[src/rtl/sort_pkg.sv]
`default_nettype none
// +----------------------------------------------------------------------------+
// | Package : sort_pkg                                                         |
// | Purpose : Shared types for the 16x32b sorting network and its consumers.   |
// |           SORT_W / SORT_N  element width and elements per block            |
// |           elem_t / block_t one element / one packed block                  |
// |           blk_elem()       element index -> element (element 0 is the MSW) |
// | Rev     : 1.0  initial release                                             |
// +----------------------------------------------------------------------------+
package sort_pkg;

  localparam int SORT_W  = 32;
  localparam int SORT_N  = 16;
  localparam int SORT_IW = $clog2(SORT_N);

  typedef logic [SORT_W-1:0] elem_t;
  typedef elem_t [SORT_N-1:0] block_t;

  // The smallest element sits in the most significant word, so element k is
  // packed slot SORT_N-1-k.
  function automatic elem_t blk_elem(input block_t blk, input logic [SORT_IW-1:0] idx);
    logic [SORT_IW-1:0] pos;
    pos = SORT_IW'(SORT_N - 1) - idx;
    return blk[pos];
  endfunction

endpackage
`default_nettype wire

[src/rtl/sorted_block_serializer_fifo.sv]
`default_nettype none
// +----------------------------------------------------------------------------+
// | Module  : block_fifo                                                       |
// | Purpose : DEPTH-entry buffer of whole sorted blocks with occupancy count.  |
// | Ports   : clk, rst     clock / async active-high reset                     |
// |           push         write push_data at the write pointer                |
// |           push_data    block to store                                      |
// |           pop          retire the head entry                               |
// |           head         entry at the read pointer                           |
// |           count        occupancy, 0..DEPTH                                 |
// | Rev     : 1.0  initial release                                             |
// +----------------------------------------------------------------------------+
module block_fifo #(
  parameter int BW    = 512,
  parameter int DEPTH = 2
) (
  input  logic                   clk,
  input  logic                   rst,
  input  logic                   push,
  input  logic [BW-1:0]          push_data,
  input  logic                   pop,
  output logic [BW-1:0]          head,
  output logic [$clog2(DEPTH):0] count
);

  localparam int PW = (DEPTH > 1) ? $clog2(DEPTH) : 1;

  logic [BW-1:0] mem [DEPTH];
  logic [PW-1:0] wr_sel;
  logic [PW-1:0] rd_sel;

  generate
    if (DEPTH > 1) begin : g_ptr
      logic [PW-1:0] wr_ptr;
      logic [PW-1:0] rd_ptr;

      // DEPTH is a power of two, so the pointers wrap by plain overflow.
      always_ff @(posedge clk or posedge rst) begin
        if (rst) begin
          wr_ptr <= '0;
          rd_ptr <= '0;
        end else begin
          if (push) wr_ptr <= wr_ptr + PW'(1);
          if (pop)  rd_ptr <= rd_ptr + PW'(1);
        end
      end

      assign wr_sel = wr_ptr;
      assign rd_sel = rd_ptr;
    end else begin : g_single
      assign wr_sel = '0;
      assign rd_sel = '0;
    end
  endgenerate

  always_ff @(posedge clk or posedge rst) begin
    if (rst) begin
      for (int i = 0; i < DEPTH; i++) mem[i] <= '0;
    end else if (push) begin
      mem[wr_sel] <= push_data;
    end
  end

  always_ff @(posedge clk or posedge rst) begin
    if (rst) begin
      count <= '0;
    end else begin
      case ({push, pop})
        2'b10:   count <= count + 1'b1;
        2'b01:   count <= count - 1'b1;
        default: count <= count;  // idle, or simultaneous push/pop
      endcase
    end
  end

  assign head = mem[rd_sel];

endmodule
`default_nettype wire

[src/rtl/sorted_block_serializer.sv]
`default_nettype none
// +----------------------------------------------------------------------------+
// | Module  : sorted_block_serializer                                          |
// | Purpose : Buffers sorted blocks from the sorting network and emits their   |
// |           elements one per beat, smallest first, marking the last one.     |
// | Ports   : clk, rst   clock / async active-high reset                       |
// |           blk_valid  network has a sorted block on blk_data                |
// |           blk_data   block, element 0 in the MSW                           |
// |           blk_ready  room for a block; drives the network enable           |
// |           out_valid / out_data / out_last / out_ready  element stream      |
// |           blk_done   count of fully emitted blocks (wraps)                 |
// | Rev     : 1.0  initial release                                             |
// +----------------------------------------------------------------------------+
module sorted_block_serializer
  import sort_pkg::*;
#(
  parameter int W     = SORT_W,
  parameter int N     = SORT_N,
  parameter int DEPTH = 2
) (
  input  logic           clk,
  input  logic           rst,
  input  logic           blk_valid,
  input  logic [N*W-1:0] blk_data,
  output logic           blk_ready,
  output logic           out_valid,
  output logic [W-1:0]   out_data,
  output logic           out_last,
  input  logic           out_ready,
  output logic [15:0]    blk_done
);

  localparam int IW = $clog2(N);
  localparam int CW = $clog2(DEPTH) + 1;

  logic [CW-1:0]  count;
  logic [N*W-1:0] head;
  logic [IW-1:0]  idx;
  logic [W-1:0]   sel;
  logic           push;
  logic           beat;
  logic           pop;

  // Readiness comes from occupancy alone: a pop in the same cycle does not
  // open a slot, which keeps out_ready off the network enable path.
  assign blk_ready = !rst && (count < CW'(DEPTH));
  assign push      = blk_valid && blk_ready;

  assign out_valid = (count != '0);
  assign beat      = out_valid && out_ready;
  assign pop       = beat && (idx == IW'(N - 1));

  block_fifo #(
    .BW    (N * W),
    .DEPTH (DEPTH)
  ) u_fifo (
    .clk       (clk),
    .rst       (rst),
    .push      (push),
    .push_data (blk_data),
    .pop       (pop),
    .head      (head),
    .count     (count)
  );

  generate
    if (N == SORT_N && W == SORT_W) begin : g_pkg_map
      assign sel = blk_elem(block_t'(head), idx);
    end else begin : g_generic_map
      logic [W-1:0] elems [N];
      for (genvar i = 0; i < N; i++) begin : g_split
        assign elems[i] = head[(N-1-i)*W +: W];
      end
      assign sel = elems[idx];
    end
  endgenerate

  assign out_data = out_valid ? sel : '0;
  assign out_last = out_valid && (idx == IW'(N - 1));

  // idx only moves on an accepted beat, so it holds during stalls and sits at
  // zero whenever the buffer is empty.
  always_ff @(posedge clk or posedge rst) begin
    if (rst) begin
      idx      <= '0;
      blk_done <= '0;
    end else if (beat) begin
      if (pop) begin
        idx      <= '0;
        blk_done <= blk_done + 16'd1;
      end else begin
        idx <= idx + IW'(1);
      end
    end
  end

endmodule
`default_nettype wire

[config.mk]
export PLATFORM = sky130hd
export DESIGN_NAME = sorted_block_serializer
export DESIGN_NICKNAME = d
export VERILOG_FILES = /design/src/rtl/sort_pkg.sv /design/src/rtl/sorted_block_serializer_fifo.sv /design/src/rtl/sorted_block_serializer.sv
export SDC_FILE = /design/constraint.sdc
export NUM_CORES = 2
export LEC_CHECK = 0
export CAP_MARGIN = 30
export CORE_ASPECT_RATIO = 0.5
export CORE_MARGIN = 10
export CORE_UTILIZATION = 35
export CTS_CLUSTER_DIAMETER = 100
export DETAILED_ROUTE_END_ITERATION = 12
export GPL_TIMING_DRIVEN = 0
export PLACE_DENSITY_LB_ADDON = 0.12
export SLEW_MARGIN = 20
export SYNTH_ARGS = -nofsm -noshare
export SYNTH_HDL_FRONTEND = slang
export SYNTH_HIERARCHICAL = 1
export SYNTH_SLANG_ARGS = --single-unit
export TNS_END_PERCENT = 30
[constraint.sdc]
create_clock -name clk -period 88 [get_ports clk]
set_input_delay 22 -clock clk [delete_from_list [all_inputs] [get_ports clk]]
set_output_delay 22 -clock clk [all_outputs]
set_load 0.02 [all_outputs]
Word level (Yosys, flattened, before mapping)

Index checks and enable logic that the tools add are counted.

Flip-flop bits (word level): 1048
Bits in latches: 0
Bits in writable memories: 0
Bits in read-only memories: 0
Input bits: 516
Output and inout bits: 51
Logic and storage cells: 45
Memories: 0

Add/sub/neg operators: 7
Multiply operators: 0
Divide/modulo/power cells: 0
Magnitude comparators: 5
Equality and inequality tests: 3
Shifts and indexed selects: 0
Mux-type cells: 11
Bitwise gates (word level): 2
Reductions and logical operators: 10

Operators by type and width:

| operator                | count |
|---|---|
| $mux W512               | 4 |
| $bwmux W1024            | 1 |
| $demux W512 S1          | 1 |
| $bmux W32 S4            | 1 |
| $mux W32                | 2 |
| $add A16 B1 Y16 const B | 1 |
| $logic_and A1 B1 Y1     | 6 |
| $lt A4 B5 Y1 const B    | 1 |
| $add A4 B1 Y4 const B   | 1 |
| $eq A4 B4 Y1 const B    | 1 |
| $ge A2 B2 Y1 const B    | 2 |
| $mux W4                 | 1 |
| $not A1 Y2              | 2 |
| $pmux W2 S2             | 1 |
| $reduce_bool A2 Y1      | 2 |
| $sub A4 B4 Y4 const A   | 1 |
| $add A1 B1 Y1 const B   | 2 |
| $add A2 B1 Y2 const B   | 1 |
| $eq A2 B1 Y1 const B    | 1 |
| $eq A2 B2 Y1 const B    | 1 |
| $lt A2 B1 Y1 const B    | 1 |
| $lt A2 B2 Y1 const B    | 1 |
| $reduce_and A2 Y1       | 1 |
| $sub A2 B1 Y2 const B   | 1 |
| $logic_not A1 Y1        | 1 |

Logic depth before layout (Yosys ltp)

Word-level depth: 7
Depth in mapped cells: 8
Gate-level depth less buffers: 7

Cells and area by module

Netlist, hierarchy kept.

By module, submodules not included:

| module                  | times used | cells each | area each (µm²) | seq. area each (µm²) |
|---|---|---|---|---|
| block_fifo              | 1          | 2744       | 44224.9         | 25724.7 |
| sorted_block_serializer | 1          | 574        | 5316.3          | 500.5 |

Worst setup path after synthesis

OpenSTA, ideal clock, no wires.

Kind: input to output
From: input port rst
To: output port blk_ready
Arrival: 22299 ps
Data required time: 66000 ps
Path slack: 43701 ps
Stages on the path: 1
Path buffers: 0
Cells stage by stage: nor2_1

Word-level cells in the longest chain between the ends: 2

Ends and longest elaborated chain:

| item                              | line                          | source |
|---|---|---|
| start: declaration                | sorted_block_serializer.sv:22 | `input logic rst,` |
| $logic_not A1 Y1 (no source line) | -                             |  |
| $logic_and A1 B1 Y1               | sorted_block_serializer.sv:46 | `assign blk_ready = !rst && (count < CW'(DEPTH));` |
| end: declaration                  | sorted_block_serializer.sv:25 | `output logic blk_ready,` |

No other way between the ends.

Worst setup path after layout

Same ends and word-level chain as after synthesis.

==> results.toml <==
[run_status]
status = "finished, final reports clean"

[placement]
gp_congestion = 0.8650
io_buffers = 566
dp_hpwl_mm = 144.1

[synth]
yosys.area_share.adder_pct = 0.07577
synth_flop_cell = "dfrtp_1"
async_flop_share_pct = 100.0
yosys-top-cells-area = "dfrtp_1, mux2_2, mux2i_1"
yosysSeqAreaShare_pct = 52.94
synth_compound_area_share_pct = 1.882
synth_nets = 3837
synth-edff-count = 0
synth_cell_types = 36
synthesis.area_um2 = 49540
yosys_warnings = 6
yosysTopAreaCell = "dfrtp_1"
synth-xor-area-share_pct = 0.3713
synth_mux_area_share_pct = 40.47
synth_seq_cells = 1048
synth_top_area_share_pct = 52.94
synth-simple-area-share_pct = 1.298
syn_area_per_cell_um2 = 14.93
netlist_instances = 3318
synth_top_family_by_area = "multiplexers"

[floorplanning]
core_um2 = 140300
fp.dieW_um = 552.1
rows = 97
pin_count = 567
die_h_um = 286.0
dieArea_um2 = 157900
start_util_pct = 35.31

[power]
comb_power_share_pct = 46.6
swShare_pct = 36.30
power_frac_seq_pct = 34.1
p_clk_share_pct = 19.3
power_switching_w = 0.0008910
power.leakage_nw = 25.59
p_int_w = 0.001563
powerDensity_nw_per_um2 = 39.89
vdd_drop_max_mv = 0.02639

[clocking]
clock-sinks = 1048
clk_pin_slew_ns = 0.07
clockBufferDepth = 3
cts_tree = "built"
h-tree-depth = 3
clk_latency_ns = 0.72
cts_resized = 0
cts-root-buf = "clkbuf_16"
hold_buffers = 0
cts_buffers = 104
post_cts_buffers = 0

[setup_path]
crit_path_frequent_cell = "clkdlybuf4s50_1"
path_max_fanout = 3
critPathSlowestCell = "clkdlybuf4s50_1"
crit_path_start_kind = "input pin"
worst-setup-path-type = "input pin to output pin"
timing.critical_path.slowest_cell_delay_ns = 0.63
crit_chain = "clkdlybuf4s50_1 -> nor2_1 -> clkdlybuf4s50_1"
cp.arrival_ns = 23.33
cp-end-kind = "output pin"
required_ns = 66.00
ff2ff_path_depth = 6

[detailed_routing]
routedWlPerCell_um = 30.82
drc_errors = 0
first_pass_iters = 5
vias_per_cell = 5.199
drt_iter0_drc = 1686
wl_mm = 184.3
vias = 31093
drtAntennaViolNets = 0

[sta]
setup_viol = 0
drv_slew = 0
max_freq_mhz = 22.06
fin_crit_sh_pct = 51.51
slew_headroom_pct = 28.30
fin_setup_tns_ns = 0
rsz0062_at_grt = "no"
fin_skew_ns = 0.01411
worst_pin_slew_ns = 1.066
hold_viol = 0
post-route-min-period_ns = 45.33

[finish]
drive_gt1_share_pct = 49.71
fin_nets = 4526
syn2layout_area_growth_pct = 24.18
utilization_pct = 43.85
layout_common_cells = "mux2_2, dfrtp_1, clkdlybuf4s50_1, buf_2, mux2i_1"
final_common_cell = "mux2_2"
fillerInstances = 12832

[run]
drv_cap = 0

[global_routing]
grt_pass1_vias = 33877
grt_max_degree = 108
grt_remaining_overflow = 0
track_usage_pct = 22.59
antenna_found_initial = 61
grt_first_pass_wirelength_mm = 254.8

[worst_hold_path]
min_path_cells = 1
min_path_type = "flop to flop"
==> per-layer routing <==
metal / part of all wire [%] / wire (um) / GRT usage, % / vias up
li1: - / - / - / 13527
met1: 42 / 78180 / 28.46 / 16548
met2: 49 / 89700 / 38.34 / 670
met3: 6.2 / 11360 / 6.363 / 294
met4: 2.6 / 4767 / 5.602 / 54
met5: 0.16 / 299 / 0 / -
==> worst paths after layout <==
path,slack [ns],start,to
max in group asynchronous,63.74,rst,u_fifo/mem[464]
worst max-delay path,42.67,rst,blk_ready
worst min register to register,0.48,blk_done[15],blk_done[15]
worst min-delay path,0.48,blk_done[15],blk_done[15]
min in group asynchronous,21.88,rst,u_fifo/mem[59]
worst max register to register,84.89,u_fifo/count[1],u_fifo/mem[321]
==> critical path, delay by kind of cell <==
| kind | cells | cell delay [ns] |
|---|---|---|
| simple gates | 1 | 0.17 |
| buf+inv | 2 | 1.16 |
==> power by group through the flow <==
stage	Sequential (W)	Clock (W)	Combinational (W)
final	0.000836	0.000475	0.00114
after global routing	0.000863	0.000506	0.00120
after CTS	0.000833	0.000485	0.00115
after detailed placement	0.000842	0	0.00114
after global placement	0.000835	0	0.00112
after floorplan	0.000812	0	0.000732
==> Yosys cell counts (all sizes together) (11+ instances only) <==
cell	instances
mux2	1600
dfrtp	1048
buf	207
mux2i	129
a22oi	64
nand3	39
mux4	33
nor2b	33
o22ai	31
o31ai	31
clkbuf	26
nor2	13
xor2	11
==> layout make-up <==
type | instances | area, um^2 | share of cell area, %
Sequential cell | 1048 | 26230 | 42.63
Clock buffer | 156 | 3174 | 5.160
Tap cell | 1881 | 2354 | 3.826
Antenna cell | 12 | 30.03 | 0.04881
Multi-Input combinational cell | 2027 | 21850 | 35.52
Timing Repair Buffer | 583 | 6005 | 9.760
Inverter | 10 | 45.04 | 0.07322
Buffer | 233 | 1430 | 2.325
Clock inverter | 31 | 407.9 | 0.6630
==> cells by family (layout without fill, tap and decap cells) <==
kind of cell               after synthesis  in the layout
DFF                                   1048           1048
adders and majority gates                3              3
buffers and inverters                  243           1013
AOI/OAI and AO/OA                      131            131
and+or+nand+nor                        110            110
muxes                                 1762           1762
other                                    0             12
xor gates and xnor gates                21             21
==> state kept, by name, summed over array words and instances, names as in the netlist <==
name                 count
u_fifo/mem            1024
blk_done                16
idx                      4
u_fifo/count             2
u_fifo/g_ptr.rd_ptr      1
u_fifo/g_ptr.wr_ptr      1
==> metrics by stage <==
stage | std cells | hold slack, ns | cell area, um^2 | total power, W | setup WS, ns
floorplan | 3318 | 0.4736 | 49540 | 0.001544 | 37.07
global placement | 5765 | 0.4640 | 57560 | 0.001953 | 25.44
detailed placement | 5782 | 0.4600 | 57910 | 0.001983 | 42.66
CTS | 5969 | 0.4744 | 61490 | 0.002464 | 42.66
global route | 5979 | 0.5019 | 61520 | 0.002571 | 42.62
finish | 5981 | 0.4756 | 61520 | 0.002454 | 42.67
Note: power is estimated with default switching activity, not from simulation.
